$ cat src/rtl/pc_unit.sv
// pc_unit: program counter and next-PC selection (PC+4, BEQ/BNE, J/JAL, JR) with stall hold,
//          misaligned-target trap with sticky fault capture, and retired-instruction counter.
// Latency: next-PC is combinational from the inputs; pc_o updates at the next rising edge.
// Backpressure: stall_i freezes PC, counter, fault state and return stack. Optional stack: PC_RAS_EN.
module pc_unit #(
    parameter int                ADDR_W    = 32,
    parameter logic [ADDR_W-1:0] RESET_VEC = '0,
    parameter logic [ADDR_W-1:0] TRAP_VEC  = ADDR_W'(32'h0000_0180),
    parameter int                CNT_W     = 32,
    parameter int                RAS_DEPTH = 4
) (
    input  logic              clk,
    input  logic              rst_n,
    input  logic              stall_i,
    input  logic              branch_i,
    input  logic              branch_ne_i,
    input  logic              zero_i,
    input  logic [ADDR_W-1:0] imm_i,
    input  logic              jump_i,
    input  logic [25:0]       jump_target_i,
    input  logic              link_i,
    input  logic              jump_reg_i,
    input  logic              ret_i,
    input  logic [ADDR_W-1:0] reg_target_i,
    input  logic              fault_clr_i,
    output logic [ADDR_W-1:0] pc_o,
    output logic [ADDR_W-1:0] pc_plus4_o,
    output logic              fault_o,
    output logic [ADDR_W-1:0] fault_pc_o,
    output logic [CNT_W-1:0]  retired_o,
    output logic              ras_empty_o
);

    logic [ADDR_W-1:0] pc_q, pc_d;
    logic [ADDR_W-1:0] fault_pc_q, fault_pc_d;
    logic              fault_q, fault_d;
    logic [CNT_W-1:0]  retired_q;

    logic [ADDR_W-1:0] pc_plus4;
    logic [ADDR_W-1:0] br_tgt;
    logic [ADDR_W-1:0] jmp_tgt;
    logic              br_taken;
    logic [ADDR_W-1:0] tgt_sel;
    logic              tgt_chk;
    logic              fault_now;

    logic              ras_pop;
    logic              ras_empty;
    logic [ADDR_W-1:0] ras_top;

    assign pc_plus4 = pc_q + ADDR_W'(4);
    assign br_tgt   = pc_plus4 + {imm_i[ADDR_W-3:0], 2'b00};
    assign jmp_tgt  = {pc_plus4[ADDR_W-1:28], jump_target_i, 2'b00};
    assign br_taken = branch_i & (zero_i ^ branch_ne_i);

`ifdef PC_RAS_EN
    localparam int PTR_W  = (RAS_DEPTH > 1) ? $clog2(RAS_DEPTH) : 1;
    localparam int OCC_W  = $clog2(RAS_DEPTH + 1);

    logic [ADDR_W-1:0] ras_q [RAS_DEPTH];
    logic [PTR_W-1:0]  wp_q;
    logic [PTR_W-1:0]  wp_inc;
    logic [PTR_W-1:0]  wp_dec;
    logic [OCC_W-1:0]  occ_q;
    logic              ras_push;

    // wp_q is the next free slot; the top of stack sits one below it (circular)
    assign wp_inc    = (wp_q == PTR_W'(RAS_DEPTH - 1)) ? '0 : wp_q + PTR_W'(1);
    assign wp_dec    = (wp_q == '0) ? PTR_W'(RAS_DEPTH - 1) : wp_q - PTR_W'(1);
    assign ras_empty = (occ_q == '0);
    assign ras_top   = ras_q[wp_dec];
    assign ras_pop   = ret_i & ~ras_empty;
    // a return outranks a call, so a simultaneous push is dropped
    assign ras_push  = jump_i & link_i & ~fault_now & ~ras_pop;

    // Return stack: push overwrites the oldest entry when full, occupancy saturates
    always_ff @(posedge clk or negedge rst_n) begin
        if (!rst_n) begin
            wp_q  <= '0;
            occ_q <= '0;
            for (int i = 0; i < RAS_DEPTH; i++) begin
                ras_q[i] <= '0;
            end
        end else if (!stall_i) begin
            if (ras_pop) begin
                wp_q  <= wp_dec;
                occ_q <= occ_q - OCC_W'(1);
            end else if (ras_push) begin
                ras_q[wp_q] <= pc_plus4;
                wp_q        <= wp_inc;
                if (occ_q != OCC_W'(RAS_DEPTH)) begin
                    occ_q <= occ_q + OCC_W'(1);
                end
            end
        end
    end
`else
    logic unused_cfg;
    assign unused_cfg = link_i ^ (RAS_DEPTH > 0);
    assign ras_empty  = 1'b1;
    assign ras_top    = '0;
    assign ras_pop    = 1'b0;
`endif

    // Next-PC priority; only register/stack targets can be misaligned
    always_comb begin
        tgt_sel = pc_plus4;
        tgt_chk = 1'b0;
        if (ras_pop) begin
            tgt_sel = ras_top;
            tgt_chk = 1'b1;
        end else if (jump_reg_i || ret_i) begin
            tgt_sel = reg_target_i;
            tgt_chk = 1'b1;
        end else if (jump_i) begin
            tgt_sel = jmp_tgt;
        end else if (br_taken) begin
            tgt_sel = br_tgt;
        end
        fault_now = tgt_chk & (tgt_sel[1:0] != 2'b00);
        pc_d      = fault_now ? TRAP_VEC : tgt_sel;
    end

    // Sticky fault: a new fault beats a same-cycle clear; the address is kept from the first fault
    always_comb begin
        fault_d    = fault_q;
        fault_pc_d = fault_pc_q;
        if (fault_now) begin
            fault_d = 1'b1;
            if (!fault_q || fault_clr_i) begin
                fault_pc_d = tgt_sel;
            end
        end else if (fault_clr_i) begin
            fault_d = 1'b0;
        end
    end

    // PC, fault and retired counter registers; all frozen while stalled
    always_ff @(posedge clk or negedge rst_n) begin
        if (!rst_n) begin
            pc_q       <= RESET_VEC;
            fault_q    <= 1'b0;
            fault_pc_q <= '0;
            retired_q  <= '0;
        end else if (!stall_i) begin
            pc_q       <= pc_d;
            fault_q    <= fault_d;
            fault_pc_q <= fault_pc_d;
            retired_q  <= retired_q + CNT_W'(1);
        end
    end

    assign pc_o        = pc_q;
    assign pc_plus4_o  = pc_plus4;
    assign fault_o     = fault_q;
    assign fault_pc_o  = fault_pc_q;
    assign retired_o   = retired_q;
    assign ras_empty_o = ras_empty;

endmodule
$ cat config.mk
export PLATFORM = sky130hd
export DESIGN_NAME = pc_unit
export DESIGN_NICKNAME = d
export VERILOG_FILES = /design/src/rtl/pc_unit.sv
export SDC_FILE = /design/constraint.sdc
export NUM_CORES = 1
export LEC_CHECK = 0
export BUFFER_PORTS_ARGS = -buffer_cell sky130_fd_sc_hd__buf_4
export CORE_UTILIZATION = 35
export DETAILED_ROUTE_END_ITERATION = 6
export PLACE_DENSITY = 0.58
export SLEW_MARGIN = 10
export SYNTH_ARGS = -nofsm -noshare
export SYNTH_HDL_FRONTEND = slang
export SYNTH_SLANG_ARGS = --single-unit
export TNS_END_PERCENT = 30
$ cat constraint.sdc
create_clock -name clk -period 7.6 [get_ports clk]
set_input_delay 0.38 -clock clk [delete_from_list [all_inputs] [get_ports clk]]
set_output_delay 0.38 -clock clk [all_outputs]
set_load 0.05 [all_outputs]
==> run metrics <==
Final min period 4.233 ns; depth of the CTS H-tree 3; sequential share of the synthesized area 35.45%; Worst-Skew Late Latency 0.36 ns; #FFs+latches synth 97; RSZ-0062 raised after global routing no; worst hold path class input port to register; prevailing post-synth register cell dfrtp_1; initial antenna violation count 0; Max-cap violations 0; Final setup viols 0; relative slew slack 31.50%; initial core utilization 36.13%; synthesized net count 877; first-pass GRT wire length 36650 um; crit-path max cell delay 0.46 ns; synthesized area per cell 9.279 um2; CP Capture Type register; total CTS buffers 9; Final Max Tran Viols 0; crit path max fanout 8; post-DR wirelength/cell 19.65 um; Routed Antenna Nets 0; maximum VDD drop 0.2744 mV; vias per inst 5.436; DR DRC count 0; vias in the first global route 6442; Core Rows 50; Clock Sinks 97; die area 20130 um2; Power, Total 2.084 mW; synth warn 0; initial DRC count 309; post_cts resized 0; Post-synth top cells 97 x dfrtp_1, 69 x nand2_1, 52 x nor2_1, 49 x a21oi_1, 49 x xnor2_1; status completed; layout net count 1089; Pwr Density 229.2 nW/um2; total wire length 23870 um; # IOs 231; multi-input logic area 4228 um2; Post-synth EDFFs 0; Final Hold Vio Count 0; count leader, synth dfrtp_1; Pre-antenna DRT Iters 5; filler instances 1856; diode count 0; Place WS 3.434 ns; largest net degree at the start of global routing 79; die height 141.9 um; TNS Setup 0 ns; Fmax achieved 0.2363 GHz; post-placement cell count 1198; GRT Residual Overflow 0; Chip Width 141.9 um; leakage power 4.291 nW; final std cells w/o fill 1215; worst hold slack 0.2455 ns; Required @ worst endpoint 7.86 ns; Slowest cell on crit path nor3b_2; worst-case clock buffer depth 2; period utilization 55.69%; hold_buf cts 1; Final WS setup 3.367 ns; share of cells above drive strength 1 31.73%; gp weighted congestion 0.9463; synth top area cells dfrtp_1 35%, ha_1 6.8%, xnor2_1 6.3%, mux2_2 3.8%, nand2_1 3.8%; Arrival @ worst endpoint 4.49 ns; clock tree from TritonCTS built; CP top delay family simple AND/OR/NAND/NOR gates; Syn Std Cell Area 6848 um2; Seq. cell area 2427 um2; PortBufs 226; FFs w/ async S/R, synth 100.0%; Clock Tree Root clkbuf_16; GRT Total Usage 23.96%; post-CTS setup buffer count 0; Detailed Place HPWL 17970 um; via count 6605; Worst Skew 0.01111 ns; crit path launch type register; core area 18960 um2; top cell type by total area after synthesis dfrtp_1; WS Path Type register to register; WP buf/inv 0; Worst-path clk slew 0.08 ns; Yosys top cell area share 35.45%; CP Cell Sequence ha_1 > and4_4 > nor3b_2 > and3_1 > nand2_1 > xnor2_1 > ha_1 > a21o_1 > a21oi_1 > o21a_1 > o21ai_0 > a21oi_1 > nand3_1 > and4_1 > o31ai_1; Yosys cell types 86; Post-Syn Instances 738; Slew @ Worst Pin 1.027 ns; synth-to-layout area growth 32.78%
cell type report:
type                            count  area share, %
Multi-Input combinational cell    594          46.50
Sequential cell                    97          26.70
Timing Repair Buffer              233          19.27
Tap cell                          260          3.578
Clock buffer                        9          2.477
Clock inverter                      7         0.8669
Inverter                           15         0.6192
cells by family after synthesis:
family | count (synthesis) | synth area share (%)
AOI/OAI and AO/OA | 203 | 20.59
xor gates and xnor gates | 77 | 10.29
adders and majority gates | 38 | 7.053
buffers and inverters | 47 | 2.850
DFF | 97 | 35.45
muxes | 32 | 5.226
other | 1 | 0.05476
and+or+nand+nor | 243 | 18.49
stage by stage:
step	instance area, um2	util, %
floorplan	6848	-
detailed placement	8778	46.31
global route	9092	47.97
global placement	8778	46.31
finish	9092	47.97
CTS	9092	47.97
layout by cell type, fill, tap and decap left out, types with 3 or more instances in the layout:
cell type,n
inv_1,13
dfrtp_1,97
a21o_1,20
buf_4,232
a211oi_1,8
and3_1,19
a31oi_1,3
and2_1,4
mux2_1,7
nor2b_1,4
o31ai_1,3
or3_1,3
o21a_1,6
clkbuf_16,9
o21ai_1,5
ha_1,37
o211ai_1,9
a22oi_1,9
nor4_1,3
and4_1,11
nor3_1,11
o221ai_1,5
o21bai_1,3
mux2_2,23
xor2_1,24
a22o_1,4
a221o_1,4
nor2_1,51
xnor2_1,49
a21oi_1,49
o22ai_1,3
o21ai_0,38
nand2_1,69
inv_8,4
nand4_1,14
nand3_1,32
metal layers:
metal	track usage [%]	share of wire, %	up-vias
li1	-	-	3144
met1	31.95	46	3188
met2	38.27	46	229
met3	3.780	5.6	44
met4	10.75	3.0	0
met5	0	0	-
power by group:
part           total, mW  switching [mW]  internal, mW
Clock              0.489           0.253         0.236
Combinational      0.932           0.615         0.317
Sequential         0.663          0.0739         0.589
Total               2.08           0.942          1.14
sequential cells by signal, summed over array words and instances, names as in the netlist:
name / cells
retired_o: 32
fault_pc_o: 32
fault_o: 1
pc_o: 32
final timing paths:
kind                       depth (start not counted)        endpoint              from  slack [ns]
setup / recovery                                  15        pc_o[31]           pc_o[2]        3.37
hold / removal                                     2  fault_pc_o[14]  reg_target_i[14]        0.25
setup reg to reg                                  15        pc_o[31]           pc_o[2]        3.37
hold reg to reg                                    1   retired_o[31]     retired_o[31]        0.47
max in group asynchronous                          3        pc_o[10]             rst_n        5.85
min in group asynchronous                          2  fault_pc_o[31]             rst_n        0.43
worst register-to-register path, stage by stage, from the launching register on:
cell and delay (ns):
dfrtp_1 0.44, ha_1 0.24, and4_4 0.27, nor3b_2 0.46
and3_1 0.36, nand2_1 0.10, xnor2_1 0.43, ha_1 0.43
a21o_1 0.29, a21oi_1 0.22, o21a_1 0.13, o21ai_0 0.08
a21oi_1 0.19, nand3_1 0.11, and4_1 0.20, o31ai_1 0.22
No activity file was read; power rests on OpenSTA's default activity.
